===== config.mk =====
export PLATFORM = sky130hd
export DESIGN_NAME = dcfeb_frame_tx
export DESIGN_NICKNAME = d
export VERILOG_FILES = /design/src/rtl/dcfeb_frame_tx.sv
export SDC_FILE = /design/constraint.sdc
export NUM_CORES = 1
export LEC_CHECK = 0
export BUFFER_PORTS_ARGS = -buffer_cell sky130_fd_sc_hd__buf_2
export CORE_MARGIN = 2
export CORE_UTILIZATION = 45
export DETAILED_ROUTE_END_ITERATION = 10
export GPL_ROUTABILITY_DRIVEN = 0
export GPL_TIMING_DRIVEN = 0
export HOLD_SLACK_MARGIN = 0.06
export PLACE_DENSITY = 0.68
export SKIP_LAST_GASP = 1
export SLEW_MARGIN = 40
export SYNTH_ARGS = -nofsm -noshare
export SYNTH_HDL_FRONTEND = slang
export SYNTH_SLANG_ARGS = --single-unit

===== constraint.sdc =====
create_clock -name clock -period 3.9 [get_ports clock]
set_input_delay 0.195 -clock clock [delete_from_list [all_inputs] [get_ports clock]]
set_output_delay 0.195 -clock clock [all_outputs]
set_load 0.005 [all_outputs]

===== src/rtl/dcfeb_frame_tx.sv =====
// rtl/dcfeb_frame_tx.sv - DCFEB transmit framer: 48-bit frames to 16-bit link words with K-char separators.
// Optional K-char error injection is enabled by defining DCFEB_TX_ERRINJ_EN.
module dcfeb_frame_tx #(
  parameter int          FRAME_PERIOD = 256,
  parameter int          ALIGN_FRAMES = 16,
  parameter logic [7:0]  IDLE_K       = 8'hBC,
  parameter logic [7:0]  MARK_K       = 8'hFC,
  parameter logic [7:0]  SEP_LO       = 8'h50
) (
  input  logic        clock,
  input  logic        global_reset,
  input  logic        ttc_resync,
  input  logic        tx_enable,
  input  logic [47:0] data_in,
  input  logic        data_valid,
  output logic        data_ack,
  input  logic        inject_kerr,
  output logic [15:0] tx_data,
  output logic [1:0]  tx_charisk,
  output logic        frame_marker,
  output logic        sync_done,
  output logic [15:0] underflow_cnt
);

  localparam int FW = (FRAME_PERIOD > 1) ? $clog2(FRAME_PERIOD) : 1;
  localparam logic [FW-1:0] FCNT_LAST  = FW'(FRAME_PERIOD - 1);
  localparam logic [7:0]    ALIGN_LAST = 8'(ALIGN_FRAMES - 1);
  localparam logic [0:0]    ST_ALIGN   = 1'b0;
  localparam logic [0:0]    ST_RUN     = 1'b1;

  logic [1:0]    wcnt_q, wcnt_d;
  logic [FW-1:0] fcnt_q, fcnt_d;
  logic [0:0]    state_q, state_d;
  logic [7:0]    acnt_q, acnt_d;
  logic [47:0]   shift_q, shift_d;
  logic          full_q, full_d;
  logic [15:0]   uf_q, uf_d;
  logic [15:0]   data_q, data_d;
  logic [1:0]    k_q, k_d;
  logic          mark_q, mark_d;
  logic          sync_q, sync_d;
  logic          ack_q, ack_d;
  logic [7:0]    sep_k;
  logic          run;
  logic          accept;

`ifdef DCFEB_TX_ERRINJ_EN
  logic inj_prev_q, armed_q, armed_d, inj_rise;
  assign inj_rise = inject_kerr & ~inj_prev_q;
  always_ff @(posedge clock or posedge global_reset) begin
    if (global_reset) begin
      inj_prev_q <= 1'b0;
      armed_q    <= 1'b0;
    end else begin
      inj_prev_q <= inject_kerr;
      armed_q    <= armed_d;
    end
  end
`else
  logic unused_inject;
  assign unused_inject = inject_kerr;
`endif

  assign run = (state_q == ST_RUN);

  always_comb begin
    wcnt_d  = wcnt_q + 2'd1;
    fcnt_d  = fcnt_q;
    state_d = state_q;
    acnt_d  = acnt_q;
    shift_d = shift_q;
    full_d  = full_q;
    uf_d    = uf_q;
    data_d  = 16'h0000;
    k_d     = 2'b00;
    mark_d  = 1'b0;
    sync_d  = 1'b0;
    ack_d   = 1'b0;
    sep_k   = IDLE_K;
    accept  = 1'b0;
`ifdef DCFEB_TX_ERRINJ_EN
    armed_d = armed_q | inj_rise;
`endif
    if (ttc_resync) begin
      // Abandon the current frame outright: zero word, no separator, counters restart.
      wcnt_d  = 2'd0;
      fcnt_d  = '0;
      state_d = ST_ALIGN;
      acnt_d  = 8'd0;
      shift_d = 48'h0;
      full_d  = 1'b0;
`ifdef DCFEB_TX_ERRINJ_EN
      armed_d = 1'b0;
`endif
    end else begin
      sync_d = run;
      if (wcnt_q == 2'd3) begin
        if (fcnt_q == FCNT_LAST) begin
          sep_k  = MARK_K;
          mark_d = 1'b1;
        end
`ifdef DCFEB_TX_ERRINJ_EN
        if (armed_q) begin
          sep_k   = 8'hF7;
          mark_d  = 1'b0;
          armed_d = inj_rise;
        end
`endif
        data_d = {sep_k, SEP_LO};
        k_d    = 2'b10;
        fcnt_d = (fcnt_q == FCNT_LAST) ? '0 : fcnt_q + 1'b1;
        if (!run) begin
          if (acnt_q == ALIGN_LAST) state_d = ST_RUN;
          else                      acnt_d  = acnt_q + 8'd1;
        end
        // The payload for the next frame is taken while the separator goes out.
        accept  = run && tx_enable && data_valid;
        ack_d   = accept;
        full_d  = accept;
        shift_d = accept ? data_in : 48'h0;
      end else begin
        if (run && tx_enable) begin
          case (wcnt_q)
            2'd0:    data_d = shift_q[47:32];
            2'd1:    data_d = shift_q[31:16];
            default: data_d = shift_q[15:0];
          endcase
        end
        if ((wcnt_q == 2'd0) && run && tx_enable && !full_q && (uf_q != 16'hFFFF))
          uf_d = uf_q + 16'd1;
      end
    end
  end

  always_ff @(posedge clock or posedge global_reset) begin
    if (global_reset) begin
      wcnt_q  <= 2'd0;
      fcnt_q  <= '0;
      state_q <= ST_ALIGN;
      acnt_q  <= 8'd0;
      shift_q <= 48'h0;
      full_q  <= 1'b0;
      uf_q    <= 16'h0000;
      data_q  <= {IDLE_K, SEP_LO};
      k_q     <= 2'b10;
      mark_q  <= 1'b0;
      sync_q  <= 1'b0;
      ack_q   <= 1'b0;
    end else begin
      wcnt_q  <= wcnt_d;
      fcnt_q  <= fcnt_d;
      state_q <= state_d;
      acnt_q  <= acnt_d;
      shift_q <= shift_d;
      full_q  <= full_d;
      uf_q    <= uf_d;
      data_q  <= data_d;
      k_q     <= k_d;
      mark_q  <= mark_d;
      sync_q  <= sync_d;
      ack_q   <= ack_d;
    end
  end

  assign tx_data       = data_q;
  assign tx_charisk    = k_q;
  assign frame_marker  = mark_q;
  assign sync_done     = sync_q;
  assign data_ack      = ack_q;
  assign underflow_cnt = uf_q;

endmodule


==> reports/metrics.sh <==
PART_OF_THE_CYCLE_THE_WORST_PATH_NEEDS_PCT=60.0
FF_LATCH_COUNT_SYNTH=104
SYNTH.CELLS.MOST_FREQUENT='96 x sky130_fd_sc_hd__dfrtp_1, 56 x sky130_fd_sc_hd__a22o_1, 23 x sky130_fd_sc_hd__nand2_1'
ANTENNA_FOUND_INITIAL=0
P_SW_SHARE_PCT=25.4
POWER.SHARE.CLOCK_PCT=33.4
POWER_PER_CELL_AREA_nW_PER_UM2=329
POST-SYNTH-TOP-AREA-CELL='sky130_fd_sc_hd__dfrtp_1'
YOSYSWARNINGS=0
CP-START-KIND='flip-flop'
TIMING_WORST_SLEW_PIN_VALUE_NS=0.734
CTS_BUFFER_DEPTH=2
FINISH.NET_COUNT=576
CRITPATHKIND='reg -> reg'
DRT_DRC_VIOLATIONS_LEFT=0
SYNTH_ENABLE_FLOP_CELLS=0
ASYNC_SET_RESET_FLOP_SHARE_OUT_OF_SYNTHESIS_PCT=100
SLEW_HEADROOM_PCT=50.9
ROUTED-VIA-COUNT=3560
LAYOUT_MIN_CYCLE_TIME_NS=2.34
POWER_FRAC_COMB_PCT=8.4
POWER.NET_SWITCHING_uW=474
HOLDCRITPATHCLASS='in -> reg'
RUN_STATUS='complete, no violations'
INSERTION_DELAY_NS=0.37
VDD.IR_DROP.WORST_uV=215
CTS.HTREE.LEVELS=3
AVG_WL_PER_CELL_UM=16.1
VIA_PER_INST=5.49
CLOCK-SINKS=104
FINAL_LAYOUT_SIZE_SUFFIX_GT1_SHARE_PCT=24.4
FIN_WORST_SKEW_NS=0.0138
FINAL_MAX_SLEW_VIOL_COUNT=0
DIE_FOOTPRINT_UM2=10500
PIN_COUNT=91
TRITONCTS_CLOCK_TREE='built'
NUMBER_OF_INSERTED_DIODES=0
FLOORPLAN.INITIALDENSITY_PCT=46.9
GRT_START_MAX_NET_PINS=60
TIMING.FINAL.WS_SETUP_NS=1.56
GRT_FIRST_PASS_WIRELENGTH_UM=16900
PATH_CLK_SLEW_NS=0.10
TOTAL_POWER_mW=1.87
ACHIEVABLE-FREQUENCY_GHz=0.427
ROOT_BUFFER='sky130_fd_sc_hd__clkbuf_8'
SYNTH_TOP_CELL_AREA_SHARE_PCT=54.9
CTS-RESIZED-GATES=0
SYNTHESIZED_NET_COUNT=428
HOLD_VIOL_FINAL=0
SYNTHDISTINCTLIBCELLS=45
POWER.SEQUENTIAL.FRACTION_PCT=58.2
GRT-OVFL-TOTAL=0
CTS_BUFFERS=9
POSTROUTEWIRELENGTH_UM=10400
SYNTH.AVG_CELL_AREA_UM2=11.9
GRT_PASS1_VIAS=3396
DRT_PRE_ANTENNA_ITERS=5
DETAILEDROUTE.FIRSTITERATIONVIOLATIONS=138
CHIPHEIGHT_UM=103
CRITPATHREQUIREDTIME_NS=4.16
INPUT_OUTPUT_BUFFERS=87
HPWLAFTERDP_UM=7140
DRV_CAP=0
SYNTH_TOP_CELLS_BY_AREA='sky130_fd_sc_hd__dfrtp_1 55%, sky130_fd_sc_hd__a22o_1 11%, sky130_fd_sc_hd__dfstp_2 4.8%, sky130_fd_sc_hd__a21oi_1 2.4%, sky130_fd_sc_hd__xor2_1 2.4%'
SYN-CELL-AREA_UM2=4380
SETUP_VIOLATIONS=0
GRT_USE_TOTAL_PCT=21.0
RSZ_0062_RAISED_AFTER_GLOBAL_ROUTING='no'
CRIT_ARRIVAL_NS=2.60
WORST-PATH-MAX-FANOUT=9
ROUTE.ANTENNA.REMAINING_NETS=0
AREA_DELTA_SYNTH_FINAL_PCT=29.9
POWER.LEAKAGE_nW=2.73
POST-PLACE-WS_NS=1.55
COMMONEST_REGISTER_CELL_AFTER_SYNTHESIS='sky130_fd_sc_hd__dfrtp_1'
SYNTH_SEQUENTIAL_AREA_RATIO_PCT=59.7
SYNTH_MOST_COMMON_CELL='sky130_fd_sc_hd__dfrtp_1'
INTPOWER_mW=1.39
CORE_REGION_AREA_UM2=9330
DIE_WIDTH_UM=103
PLACEMENTROWS=35
WORST_SETUP_PATH_END_KIND='flip-flop'
POST_SYNTH_INST_COUNT=368
## power by group through the flow
stage	Sequential, mW	Clock (mW)	Combinational (mW)
floorplan	1.11	0	0.0602
global placement	1.11	0	0.113
detailed placement	1.11	0	0.119
CTS	1.09	0.639	0.156
global route	1.09	0.695	0.173
finish	1.09	0.624	0.156
## cells by family (layout without fill, tap and decap cells)
kind of cell / after synthesis / after routing / synth area share, %
buf+inv: 28 / 180 / 2.95
compound gates: 111 / 111 / 18.6
simple gates: 92 / 92 / 11.5
other cells: 1 / 1 / 0.0857
mux: 4 / 4 / 0.972
flops: 104 / 104 / 59.7
fa+ha+maj: 6 / 6 / 1.72
xor+xnor: 22 / 22 / 4.40
## registers in the layout (all words and copies together) (netlist names)
register       cells
shift_q           48
tx_data           16
underflow_cnt     16
acnt_q             8
fcnt_q             8
wcnt_q             2
data_ack           1
frame_marker       1
full_q             1
run                1
sync_done          1
tx_charisk         1
## routing by layer
layer	global-route usage, %	vias to the layer above	part of all wire, %
li1	-	1649	-
met5	0	-	0
met4	9.23	0	2.3
met2	32.5	139	47
met3	3.19	21	5.3
met1	29.4	1751	45
## metrics by stage
stage	std cells	setup TNS (ns)	hold WS, ns	util, %	area, µm²
floorplan	368	0	0.328	-	4380
global placement	584	-16.49	0.406	53.3	4970
detailed placement	585	0	0.215	53.7	5010
CTS	648	0	0.0609	60.8	5670
global route	649	0	0.0606	60.9	5680
finish	649	0	0.0843	60.9	5680
## path summary, 6_finish.rpt
path / cells past startpoint / startpoint / slack, ns / end
worst max-delay path: 7 / wcnt_q[0] / 1.56 / underflow_cnt[1]
worst min-delay path: 2 / data_in[10] / 0.08 / shift_q[10]
worst max register to register: 7 / wcnt_q[0] / 1.56 / underflow_cnt[1]
worst min register to register: 1 / wcnt_q[0] / 0.49 / wcnt_q[0]
max in group asynchronous: 4 / global_reset / 2.92 / tx_data[15]
min in group asynchronous: 3 / global_reset / 0.35 / underflow_cnt[7]
## placed cells by master (no fill, tap or decap), drive strengths merged, types with 3 or more instances in the layout
cell type    count
clkbuf          26
inv              9
nor4             6
dfstp            8
nand4            8
a22oi            8
nor2b            3
o21ai           14
dlygate4sd3     49
xor2            12
ha               6
nand3            9
xnor2           10
nor2            20
a22o            56
nor3             9
a21oi           21
buf             93
nand2           23
clkinvlp         3
dfrtp           96
## what timing repair did
| item | 4_1_cts | 5_1_grt |
|---|---|---|
| hold buffers | 48 | 1 |
| setup endpoints to repair | 0 | 0 |
| setup buffers | 0 | 0 |
| endpoints found under the hold margin | 96 | 1 |
## cell type report
class	instances	area [µm²]
Sequential cell	104	2610
Tap cell	129	161
Fill cell	750	3650
Multi-Input combinational cell	236	1640
Clock buffer	9	124
Timing Repair Buffer	137	953
Clock inverter	6	53.8
Inverter	6	30.0
Buffer	22	106
## worst max-delay path, cell delays in order (launching register included)
cell and delay (ns):
sky130_fd_sc_hd__dfrtp_1 0.42, sky130_fd_sc_hd__ha_1 0.21, sky130_fd_sc_hd__buf_4 0.17, sky130_fd_sc_hd__or4b_4 0.57, sky130_fd_sc_hd__or2_0 0.24, sky130_fd_sc_hd__buf_6 0.14
sky130_fd_sc_hd__nor2_2 0.16, sky130_fd_sc_hd__mux2_2 0.35
(Power assumes the default switching activity.)
